## config.mk

```make
export PLATFORM = sky130hd
export DESIGN_NAME = multi_flag_sync
export DESIGN_NICKNAME = d
export VERILOG_FILES = /design/src/rtl/multi_flag_sync.sv
export SDC_FILE = /design/constraint.sdc
export NUM_CORES = 1
export LEC_CHECK = 0
export ABC_CLOCK_PERIOD_IN_PS = 2050
export BUFFER_PORTS_ARGS = -buffer_cell sky130_fd_sc_hd__buf_2
export CORE_ASPECT_RATIO = 0.75
export CORE_MARGIN = 2
export CORE_UTILIZATION = 51
export CTS_CLUSTER_SIZE = 14
export DETAILED_ROUTE_END_ITERATION = 6
export MAX_ROUTING_LAYER = met4
export PLACE_DENSITY = 0.74
export SLEW_MARGIN = 15
export SYNTH_ARGS = -nofsm -noshare
export SYNTH_HDL_FRONTEND = slang
export SYNTH_SLANG_ARGS = --single-unit
```

## constraint.sdc

```tcl
create_clock -name clk -period 2.05 [get_ports clk]
set_input_delay 0 -clock clk [delete_from_list [all_inputs] [get_ports clk]]
set_output_delay 0 -clock clk [all_outputs]
set_load 0.005 [all_outputs]
```

## src/rtl/multi_flag_sync.sv

```systemverilog
// Purpose : brings CHANNELS asynchronous flags/levels into the clk domain and decodes each
//           channel into one-cycle event pulses (toggle / rise / fall / debounced level).
// Latency : change settled before edge 1 -> pulse_out on edge SYNC_STAGES+1 (level mode: SYNC_STAGES+FILTER).
// Backpr. : none; events are never stalled. Sticky flags and saturating counters hold status.
//
// Ports:
//   clk, rst_n   destination clock, asynchronous active-low reset
//   async_in     CHANNELS asynchronous inputs
//   mode         2 bits per channel: 00 toggle, 01 rise, 10 fall, 11 debounced level
//   pulse_out    one-cycle event pulse per channel
//   level_out    synchronised (mode 11: filtered) level per channel
//   sticky_out   event flag held until sticky_clr
//   evt_cnt      CNT_W-bit saturating event count per channel; overflow when an event hits saturation
//   cnt_clr      clears evt_cnt and overflow of its channel
module multi_flag_sync #(
    parameter int CHANNELS    = 4,
    parameter int SYNC_STAGES = 2,
    parameter int FILTER      = 3,
    parameter int CNT_W       = 8
) (
    input  logic                      clk,
    input  logic                      rst_n,
    input  logic [CHANNELS-1:0]       async_in,
    input  logic [2*CHANNELS-1:0]     mode,
    output logic [CHANNELS-1:0]       pulse_out,
    output logic [CHANNELS-1:0]       level_out,
    output logic [CHANNELS-1:0]       sticky_out,
    input  logic [CHANNELS-1:0]       sticky_clr,
    output logic [CHANNELS*CNT_W-1:0] evt_cnt,
    output logic [CHANNELS-1:0]       overflow,
    input  logic [CHANNELS-1:0]       cnt_clr
);

    localparam int ARM_W   = $clog2(SYNC_STAGES + 2);
    localparam int ARM_MAX = SYNC_STAGES + 1;
    localparam logic [7:0] FILT_LAST = 8'(FILTER - 1);

    // Shared arm counter: events stay disabled until the sync chains hold real
    // input values, so an input that was static through reset raises nothing.
    logic [ARM_W-1:0] armCnt;
    logic             armed;

    assign armed = (armCnt == ARM_W'(ARM_MAX));

    always_ff @(posedge clk or negedge rst_n) begin
        if (!rst_n) begin
            armCnt <= '0;
        end else if (!armed) begin
            armCnt <= armCnt + ARM_W'(1);
        end
    end

    for (genvar i = 0; i < CHANNELS; i++) begin : gCh
        logic [SYNC_STAGES-1:0] syncQ;
        logic                   sLast;
        logic                   histQ;
        logic                   levelQ;
        logic                   pulseQ;
        logic                   stickyQ;
        logic                   ovfQ;
        logic [1:0]             modeQ;
        logic [7:0]             filtCnt;
        logic [CNT_W-1:0]       cntQ;

        logic [1:0]             modeCur;
        logic                   modeChg;
        logic                   detRaw;
        logic                   pulseNxt;
        logic                   levelNxt;
        logic [7:0]             filtNxt;

        assign sLast   = syncQ[SYNC_STAGES-1];
        assign modeCur = mode[2*i +: 2];
        assign modeChg = (modeCur != modeQ);

        always_comb begin
            detRaw = 1'b0;
            case (modeQ)
                2'b00:   detRaw = sLast ^ histQ;
                2'b01:   detRaw = sLast & ~histQ;
                2'b10:   detRaw = ~sLast & histQ;
                default: detRaw = 1'b0;
            endcase
        end

        always_comb begin
            pulseNxt = 1'b0;
            levelNxt = levelQ;
            filtNxt  = '0;
            if (!armed) begin
                levelNxt = sLast;
            end else if (modeChg) begin
                // Mode switch cycle: no event, filter restarts, level is kept.
                levelNxt = levelQ;
            end else if (modeQ == 2'b11) begin
                // Debounce: only a mismatch lasting FILTER consecutive cycles is accepted.
                if (sLast != levelQ) begin
                    if (filtCnt >= FILT_LAST) begin
                        levelNxt = sLast;
                        pulseNxt = 1'b1;
                    end else begin
                        filtNxt = filtCnt + 8'd1;
                    end
                end
            end else begin
                levelNxt = sLast;
                pulseNxt = detRaw;
            end
        end

        always_ff @(posedge clk or negedge rst_n) begin
            if (!rst_n) begin
                syncQ   <= '0;
                histQ   <= 1'b0;
                levelQ  <= 1'b0;
                pulseQ  <= 1'b0;
                stickyQ <= 1'b0;
                ovfQ    <= 1'b0;
                modeQ   <= 2'b00;
                filtCnt <= '0;
                cntQ    <= '0;
            end else begin
                syncQ   <= {syncQ[SYNC_STAGES-2:0], async_in[i]};
                histQ   <= sLast;
                levelQ  <= levelNxt;
                pulseQ  <= pulseNxt;
                modeQ   <= modeCur;
                filtCnt <= filtNxt;
                // An event arriving with a clear still leaves the flag set.
                stickyQ <= pulseNxt | (stickyQ & ~sticky_clr[i]);
                if (cnt_clr[i]) begin
                    cntQ <= pulseNxt ? CNT_W'(1) : '0;
                    ovfQ <= 1'b0;
                end else if (pulseNxt) begin
                    if (&cntQ) begin
                        ovfQ <= 1'b1;
                    end else begin
                        cntQ <= cntQ + CNT_W'(1);
                    end
                end
            end
        end

        assign pulse_out[i]                 = pulseQ;
        assign level_out[i]                 = levelQ;
        assign sticky_out[i]                = stickyQ;
        assign overflow[i]                  = ovfQ;
        assign evt_cnt[CNT_W*i +: CNT_W]    = cntQ;
    end

endmodule

```

# Yosys cells after proc, flatten, opt, wreduce, memory -nomap -nowiden
# Cells that the tools add are included.
word_totals:
  inputBits: 22
  latchBits: 0
  ff_bits: 102
  memories: 0
  mem_bits_ro: 0
  ram_bits: 0
  word_cells: 239
  output_inout_bits: 48
op_classes:
  eq_ne: 37
  bitwise: 32
  div_mod_pow: 0
  addsub: 9
  mux: 92
  n_lt_le_gt_ge: 4
  multipliers: 0
  n_reduce_logical: 28
  shift: 0
op_table:
  columns: ["cell", "n"]
  rows:
  - ["$mux 8", 32]
  - ["$add 8x1->8 const B", 8]
  - ["$mux 1", 56]
  - ["$ge 8x2->1 const B", 4]
  - ["$reduce_and 8->1", 4]
  - ["$ne 3x2->1 const B", 8]
  - ["$eq 2x2->1 const B", 9]
  - ["$ne 2x2->1 const B", 8]
  - ["$reduce_and 2->1", 8]
  - ["$reduce_bool 2->1", 8]
  - ["$and 1x1->1", 12]
  - ["$not 1->1", 12]
  - ["$pmux 1 s3", 4]
  - ["$reduce_and 3->1", 4]
  - ["$eq 2x1->1 const B", 4]
  - ["$logic_not 2->1", 4]
  - ["$ne 2x2->1", 4]
  - ["$ne 1x1->1", 4]
  - ["$or 1x1->1", 4]
  - ["$xor 1x1->1", 4]
  - ["$add 2x1->2 const B", 1]

# Logic depth before layout (Yosys ltp)
# Gate-level depths: netlist of the first run.
logic_depth:
  ltp_word: 8
  ltp_mapped: 9
  ltp_nobuf: 8

# Worst setup path after synthesis of the first run
# Ideal clock, no wire load.
synth_path:
  path_kind: "register to register"
  startpoint: "register gCh[0].cntQ[0]"
  endpoint: "register gCh[0].cntQ[7]"
  t_arrival_ps: 2035
  required_ps: 1972
  path_stages_with_launch: 8
  setup_ps: 78
  setup_slack_ps: -63
  n_path_buf: 1
  period_less_slack_ps: 2113
  cell_sequence: "dfrtp_1 > ha_1 > and4_1 > and4_1 > clkbuf_1 > or3b_1 > or3_1 > a21oi_1"
synth_between:
  elab_chain_len: 4
  word_cells_on_any_way: 7
  classes_between: "1 x add/sub; 1 x eq/ne; 3 x mux; 2 x reduce/logical"
synth_rtl:
  columns: ["item", "line_no", "text"]
  rows:
  - ["start: declaration", "63", "logic [CNT_W-1:0] cntQ;"]
  - ["start signal: assignment", "132", "cntQ <= pulseNxt ? CNT_W'(1) : '0;"]
  - ["start signal: assignment", "138", "cntQ <= cntQ + CNT_W'(1);"]
  - ["$add 8x1->8", "138", null]
  - ["$mux 8", "135", "if (&cntQ) begin"]
  - ["$mux 8", "134", "end else if (pulseNxt) begin"]
  - ["$mux 8", "131", "if (cnt_clr[i]) begin"]
# Several ways; a longest one is shown, not always the timed one. The select of a mux whose other input is x is not followed.
# A chain may end at the register's enable or synchronous reset.

# Final worst setup path of the first run
layout_path:
  startpoint: "register gCh[1].histQ"
  endpoint: "register gCh[1].cntQ[2]"
layout_between:
  elab_chain_len: 8
  word_cells_on_any_way: 10
  classes_between: "4 x mux; 4 x bitwise; 2 x reduce/logical"
layout_rtl:
  columns: ["item", "line_no", "text"]
  rows:
  - ["start: declaration", "56", "logic histQ;"]
  - ["start signal: assignment", "124", "histQ <= sLast;"]
  - ["$not 1->1", "80", "2'b01: detRaw = sLast & ~histQ;"]
  - ["$and 1x1->1", "80", null]
  - ["$pmux 1 s3 (*)", "78", "case (modeQ)"]
  - ["$mux 1 (*)", "95", "end else if (modeQ == 2'b11) begin"]
  - ["$mux 1 (*)", "92", "end else if (modeChg) begin"]
  - ["$mux 1 (*)", "90", "if (!armed) begin"]
  - ["$reduce_bool 2->1 (no line) (*)", null, null]
  - ["$reduce_and 2->1 (no line) (*)", null, null]
  - ["end signal: assignment", "132", null]
  - ["end signal: assignment", "138", null]
  - ["end: declaration", "63", null]
# Mark *: on every way between the ends. The rest lies on a longest branch, timed or not.

==> results of run 1 <==
## per-stage QoR
| step | hold WS [ps] | instances | utilization |
|---|---|---|---|
| finish | 184.7 | 687 | 0.6894 |
| global route | 237.3 | 687 | 0.6894 |
| CTS | -63.03 | 684 | 0.6557 |
| detailed placement | 23.04 | 642 | 0.5931 |
| global placement | 18.16 | 642 | 0.5931 |
| floorplan | -295.6 | 458 | - |
## repair_timing
item | 4_1_cts | 5_1_grt
hold buffers | 20 | 1
hold endpoints to repair | 81 | 7
pin swaps | 10 | 28
setup buffers | 6 | 2
resized for setup | 9 | 64
setup endpoints to repair | 21 | 40
gates cloned | 0 | 0
## cell families (layout without fill, tap and decap cells)
family / count (synthesis) / in the layout / synth area share
simple gates: 146 / 146 / 0.1701
flops: 102 / 102 / 0.5423
compound gates: 89 / 89 / 0.1247
buf+inv: 58 / 175 / 0.06353
fa+ha+maj: 21 / 21 / 0.05582
xor+xnor: 17 / 17 / 0.03163
mux: 5 / 5 / 0.01116
other cells: 1 / 20 / 0.0007967
## area by class of cell
class | instances | area share
well taps | 112 | 0.02256
repair buffers | 133 | 0.1469
multi-input cells | 298 | 0.3576
clock buffers | 11 | 0.03908
inverters | 26 | 0.01692
flip-flops and latches | 102 | 0.4114
clock inverters | 5 | 0.005641
## placed cells by master, fill, tap and decap left out, types with 3 or more instances in the layout
| cell | n |
|---|---|
| dlygate4sd3_1 | 21 |
| a41o_1 | 3 |
| o31ai_1 | 9 |
| ha_1 | 17 |
| nor4_2 | 3 |
| mux2i_1 | 3 |
| inv_2 | 4 |
| nor2_1 | 29 |
| clkinvlp_4 | 4 |
| buf_4 | 38 |
| o211ai_1 | 4 |
| conb_1 | 20 |
| a31oi_1 | 4 |
| or3_1 | 7 |
| ha_4 | 3 |
| nor3_1 | 5 |
| nor2b_1 | 3 |
| nand3_1 | 11 |
| inv_1 | 20 |
| nor4_1 | 6 |
| xnor2_1 | 14 |
| buf_6 | 5 |
| and2_1 | 4 |
| dfrtp_1 | 100 |
| a21oi_1 | 20 |
| buf_2 | 68 |
| nand2b_1 | 9 |
| or4_1 | 11 |
| o31ai_2 | 4 |
| and3_1 | 3 |
| clkbuf_16 | 9 |
| o21ai_0 | 13 |
| nand2_1 | 25 |
| nand4_1 | 5 |
| a21o_1 | 3 |
| a21oi_2 | 6 |
| or4_4 | 4 |
## state kept, by name, indices dropped and copies added (netlist names)
signal       flops
gCh.ovfQ         4
gCh.pulseQ       4
gCh.modeQ        8
armCnt           2
gCh.histQ        4
gCh.filtCnt     32
gCh.levelQ       4
gCh.syncQ        8
gCh.cntQ        32
gCh.stickyQ      4
## layer usage
metal | share of wire | wire length [um] | up-vias | GRT usage
met2 | 0.48 | 4688 | 77 | 0.3203
met5 | 0 | 0 | - | -
met1 | 0.47 | 4632 | 1781 | 0.2822
li1 | - | - | 1801 | -
met3 | 0.036 | 359 | 14 | 0.04732
met4 | 0.017 | 167 | 0 | 0.07558
## report_power, final
group / total (uW) / internal (uW) / switching (uW)
Clock: 1580 / 854 / 728
Sequential: 2180 / 2100 / 76.9
Combinational: 499 / 252 / 247
Total: 4260 / 3210 / 1050
## how the worst max path moves through the flow
stage	from	end	slack, ps	cells past startpoint
2_1_floorplan	gCh[0].cntQ[0]$_DFFE_PN0P_	gCh[0].cntQ[7]$_DFFE_PN0P_	-10	7
3_3_place_gp	gCh[1].histQ$_DFF_PN0_	gCh[1].cntQ[3]$_DFFE_PN0P_	-50	7
3_5_place_dp	gCh[2].syncQ[1]$_DFF_PN0_	gCh[2].cntQ[4]$_DFFE_PN0P_	-180	6
4_1_cts	gCh[1].histQ$_DFF_PN0_	gCh[1].cntQ[2]$_DFFE_PN0P_	-90	7
5_1_grt	gCh[1].histQ$_DFF_PN0_	gCh[1].cntQ[5]$_DFFE_PN0P_	-180	7
6_report	gCh[1].histQ$_DFF_PN0_	gCh[1].cntQ[2]$_DFFE_PN0P_	-60	7
==> results by group, run 1 <==
Timing
  – Final worst slack: -63.93 ps
  – Post-route setup TNS: -281.1 ps
  – Clk_skew: 4.769 ps
  – Post-route clock period utilization: 1.031
  – Final Hold Viols: 0
  – Final min period: 2114 ps
  – Max-Slew Margin vs Limit: 0.6363
  – Slew Viols, Final: 0
  – Tightest Pin Transition: 545.5 ps
  – RSZ-0062 raised after global routing: yes
  – Max Freq: 473.1 MHz
  – Setup Viol. Count Final: 10

Power
  – Leak Pwr: 0.002846 uW
  – Total power: 4257 uW
  – Maximum vdd drop: 0.0005204 V
  – Power per cell area: 685.5 mW/mm^2

Finish
  – Ant diodes: 0
  – Multi-input logic area: 0.002221 sq mm
  – FF/Latch Area: 0.002555 sq mm
  – Fill count: 673
  – Total Nets Final: 613
  – Share of post-route cells with drive strength above 1: 0.3200
  – Area Overhead vs Synth: 31.95%
  – Design area: 0.006211 sq mm

Clock network
  – Clock Root Buffer: clkbuf_16
  – Max Root-Sink Buffers: 2
  – H-tree Lvls: 3
  – # clock sinks: 102
  – TritonCTS clock tree: done
  – Clk Latency, worst-skew pair: 340 ps
  – Clk slew on worst S/H paths: 70 ps
  – TritonCTS Buffers: 9

Worst setup path
  – FF-to-FF End: gCh[1].cntQ[2]$_DFFE_PN0P_
  – Cells along the critical path: inv_1, ha_1, nor2b_1, o31a_1, a311o_2, or4_1, a21oi_1
  – Crit end category: register
  – Crit-path slowest cell: or4_1
  – CP max stage delay: 480 ps
  – Required time worst endpoint: 2320 ps
  – Kind of critical path: reg -> reg
  – Worst R2R Start: gCh[1].histQ$_DFF_PN0_
  – Worst-path maximum fanout: 8
  – Crit path DAT: 2380 ps
  – Crit path buffers/inverters: 1
  – Top delay family on crit path: compound AO/OA/AOI/OAI gates
  – Reg-to-reg slack, setup: -60 ps
  – Startpoint type of the worst setup path: register
  – Reg2reg path depth: 7

Route
  – Drt total wl: 9848 um
  – Via count: 3673
  – Vias per inst: 5.346
  – DR WL/cell: 14.33 um
  – Drt pass-1 iters: 4
  – Residual DRC count: 0
  – First DRT Iteration DRCs: 192
  – DRT antenna net count: 0

Die
  – Die Wd: 114.9 um
  – Die area: 0.01002 sq mm
  – Die Ht: 87.20 um
  – Core area: 0.009009 sq mm
  – Initial Util: 0.5225
  – FP Rows: 30
  – Io pins: 70

Yosys
  – Primary FF master, synth: dfrtp_1
  – Register area share after synthesis: 0.5423
  – Post-synth EDFFs: 0
  – Synth area leaders: dfrtp_1, ha_1, xnor2_1
  – Syn Inst Count: 439
  – Post-synthesis register bit count: 102
  – Yosys cell types: 53
  – Most numerous cell in the Yosys netlist: dfrtp_1
  – Share of the synthesized area in the top cell type: 0.5423
  – Ys async rst share: 1.000
  – Most frequent cells after synthesis: dfrtp_1, nor2_1, a21oi_1, nand2_1, inv_1
  – Synthesized area: 0.004707 sq mm
  – Mapped Avg Cell Area: 10.72 sq um
  – Synth Warn #: 0
  – Synth area leader: dfrtp_1

Place
  – Post-DP HPWL: 6615 um
  – GP Congestion: 0.8744
  – Place WS: -184.0 ps
  – Dpl cell area: 0.005343 sq mm
  – Buffers on Ports: 69

GRT
  – Initial antenna violation count: 0
  – Number of global-route vias before repair: 3441
  – GRT Resource Usage Total: 0.2110
  – First-pass GRT wire length: 16100 um
  – Global route overflow: 0
  – Largest net degree at the start of global routing: 43

Job
  – Max-Cap Viols: 0

Run status
  – Failing checks: negative setup slack
  – Status: finished with violations

Worst hold path
  – Hold crit path type: in -> async
(Power assumes the default switching activity.)
==> inputs of run 2 (changes only) <==
ABC_CLOCK_PERIOD_IN_PS = 2400   (was 2050)
CORE_UTILIZATION = 52   (was 51)
PLACE_DENSITY = 0.73   (was 0.74)
SLEW_MARGIN = not set   (was 15)
clock period = 2.4 ns   (was 2.05 ns; I/O delays follow)
==> results by group, run 2 (synthesis gave the netlist of run 1 again) <==
Finish
  – Most common cell after layout, fill and taps aside: dfrtp_1
  – Largest regs: gCh.cntQ: 32 flops, gCh.filtCnt: 32 flops
  – Total Nets Final: 581 (-5.2%)
  – Post-layout util: 0.6367 (-0.05275)
  – Ant diodes: 0 (unchanged)
  – Share of post-route cells with drive strength above 1: 0.1934 (-0.1266)
  – Fin cells: 655 (-4.7%)
  – Area Overhead vs Synth: 20.84%
  – Most frequent cells in the layout: dfrtp_1, buf_2, nor2_1
  – Fill count: 756 (+12%)

Worst setup path
  – Crit-path slowest cell: or4_1
  – Cells along the critical path: ha_1, nor2b_1, o31a_1, a311o_2, or4_1, a21oi_2
  – Crit path DAT: 2520 ps (+140 ps)
  – Kind of critical path: reg -> reg
  – Startpoint type of the worst setup path: register
  – CP max stage delay: 540 ps (+60 ps)
  – Worst-path maximum fanout: 10 (+2)
  – Crit end category: register
  – Required time worst endpoint: 2680 ps (+360 ps)

Timing
  – Slew Viols, Final: 0 (unchanged)
  – Clk_skew: 4.723 ps (-0.04621 ps)
  – Post-route clock period utilization: 0.9332 (-0.09802)
  – RSZ-0062 raised after global routing: no
  – Post-route setup TNS: 0 ps (+281.1 ps)
  – Final Hold Viols: 0 (unchanged)
  – Max-Slew Margin vs Limit: 0.4166 (-0.2197)
  – Final min period: 2240 ps (+125.7 ps)
  – Max Freq: 446.5 MHz (-5.6%)
  – Setup Viol. Count Final: 0 (-10)
  – Tightest Pin Transition: 875.1 ps (+329.5 ps)

Clock network
  – Post-CTS Setup Inserts: 0 (-6)
  – Max Root-Sink Buffers: 2 (unchanged)
  – # clock sinks: 102 (unchanged)
  – Clk Latency, worst-skew pair: 340 ps (about the same)
  – H-tree Lvls: 3 (unchanged)
  – Clk slew on worst S/H paths: 60 ps (about the same)
  – Clock Root Buffer: clkbuf_16
  – TritonCTS clock tree: done
  – TritonCTS Buffers: 9 (unchanged)

Power
  – Power per cell area: 658.2 mW/mm^2 (-4.0%)
  – Combinational fraction of design power: 0.090 (-0.027)
  – Clock power frac: 0.414 (+0.042)
  – Psw: 847.4 uW (-19%)
  – Sw Share: 0.2263 (-0.02070)
  – Leak Pwr: 0.002661 uW (-6.5%)
  – Maximum vdd drop: 0.0005511 V (+5.9%)
  – Reg power frac: 0.496 (-0.015)
  – Cell-internal power: 2896 uW (-9.6%)

Place
  – Buffers on Ports: 69 (unchanged)
  – Placed Cells: 618 (-3.7%)
  – GP Congestion: 0.8366 (-4.3%)
  – Post-DP HPWL: 5914 um (-11%)

Die
  – Die area: 0.009837 sq mm (-1.8%)
  – Die Wd: 113.9 um (-0.93%)
  – Initial Util: 0.5269 (+0.004391)
  – Io pins: 70 (unchanged)
  – Die Ht: 86.40 um (-0.92%)
  – FP Rows: 30 (unchanged)
  – Core area: 0.008934 sq mm (-0.83%)

GRT
  – GRT Resource Usage Total: 0.2012 (-0.009874)
  – Global route overflow: 0 (unchanged)
  – Largest net degree at the start of global routing: 72 (+67%)
  – Number of global-route vias before repair: 3310 (-3.8%)
  – Initial antenna violation count: 0 (unchanged)
  – First-pass GRT wire length: 15260 um (-5.2%)

Route
  – Vias per inst: 5.440 (+1.7%)
  – Via count: 3563 (-3.0%)
  – DRT antenna net count: 0 (unchanged)
  – Drt total wl: 8685 um (-12%)
  – DR WL/cell: 13.26 um (-7.5%)
  – First DRT Iteration DRCs: 204 (+6.3%)
  – Drt pass-1 iters: 4 (unchanged)
  – Residual DRC count: 0 (unchanged)

Worst hold path
  – Hold crit path type: in -> reg

Run status
  – Status: completed

Job
  – Max-Cap Viols: 0 (unchanged)
-- run 2: cell types whose count changed in the layout (fill, tap and decap cells not counted), moves of 5 or more --
cell / change
buf_6: -5
a21oi_2: -5
buf_4: -26
o31ai_1: +6
nor4_1: +5
a21oi_1: +5
-- run 2: final cells by class --
type / count / area [sq um] / area share
Sequential cell: 102 / 2552 / 0.4487
Multi-Input combinational cell: 298 / 1933 / 0.3399
Timing Repair Buffer: 101 / 640.6 / 0.1126
Clock buffer: 11 / 242.7 / 0.04267
Tap cell: 112 / 140.1 / 0.02464
Inverter: 26 / 97.59 / 0.01716
Clock inverter: 5 / 81.33 / 0.01430
-- run 2: worst max-delay path: cells and delay by family, from the launching register on --
kind                       cells  cell delay, ps
AOI/OAI and AO/OA              3             790
adders and majority gates      1             280
DFF                            1             420
and+or+nand+nor                2             680
-- run 2: layer usage --
metal | vias to the layer above | track usage | wire length [um]
li1 | 1732 | - | -
met1 | 1731 | 0.2713 | 4094
met2 | 89 | 0.3016 | 4035
met3 | 11 | 0.05594 | 439
met4 | 0 | 0.05987 | 116
met5 | - | - | 0
-- run 2: metrics by stage --
stage               area, sq um  setup slack [ps]  hold WS (ps)  power [uW]
finish                     5688             160.4         285.7        3744
global route               5688             33.23         296.9        3928
CTS                        5682             94.07         274.4        3798
detailed placement         5147             119.6         109.3        2200
global placement           5147             215.9         109.4        2189
floorplan                  4778             287.2        -295.6        2094
-- run 2: final timing paths --
check / cells after the start / end / slack [ps] / startpoint
setup reg to reg: 6 / gCh[1].cntQ[5]$_DFFE_PN0P_ / 160 / gCh[1].syncQ[1]$_DFF_PN0_
hold reg to reg: 0 / gCh[2].syncQ[1]$_DFF_PN0_ / 350 / gCh[2].syncQ[0]$_DFF_PN0_
min in group asynchronous: 2 / gCh[2].cntQ[1]$_DFFE_PN0P_ / 310 / rst_n
hold / removal: 2 / gCh[1].syncQ[0]$_DFF_PN0_ / 290 / async_in[1]
setup / recovery: 6 / gCh[1].cntQ[5]$_DFFE_PN0P_ / 160 / gCh[1].syncQ[1]$_DFF_PN0_
max in group asynchronous: 3 / gCh[3].cntQ[2]$_DFFE_PN0P_ / 1310 / rst_n
-- run 2: power groups by stage --
stage                     clock [uW]  combinational [uW]  sequential (uW)
after global placement             0                 302             1890
final                           1550                 336             1860
after global routing            1670                 386             1870
after CTS                       1600                 340             1860
after detailed placement           0                 312             1890
after floorplan                    0                 222             1870
-- run 2: repair_timing --
item | in CTS | in global routing
hold buffers | 21 | 0
setup endpoints to repair | 0 | 5
gates resized for setup | 0 | 3
hold endpoints to repair | 110 | 0
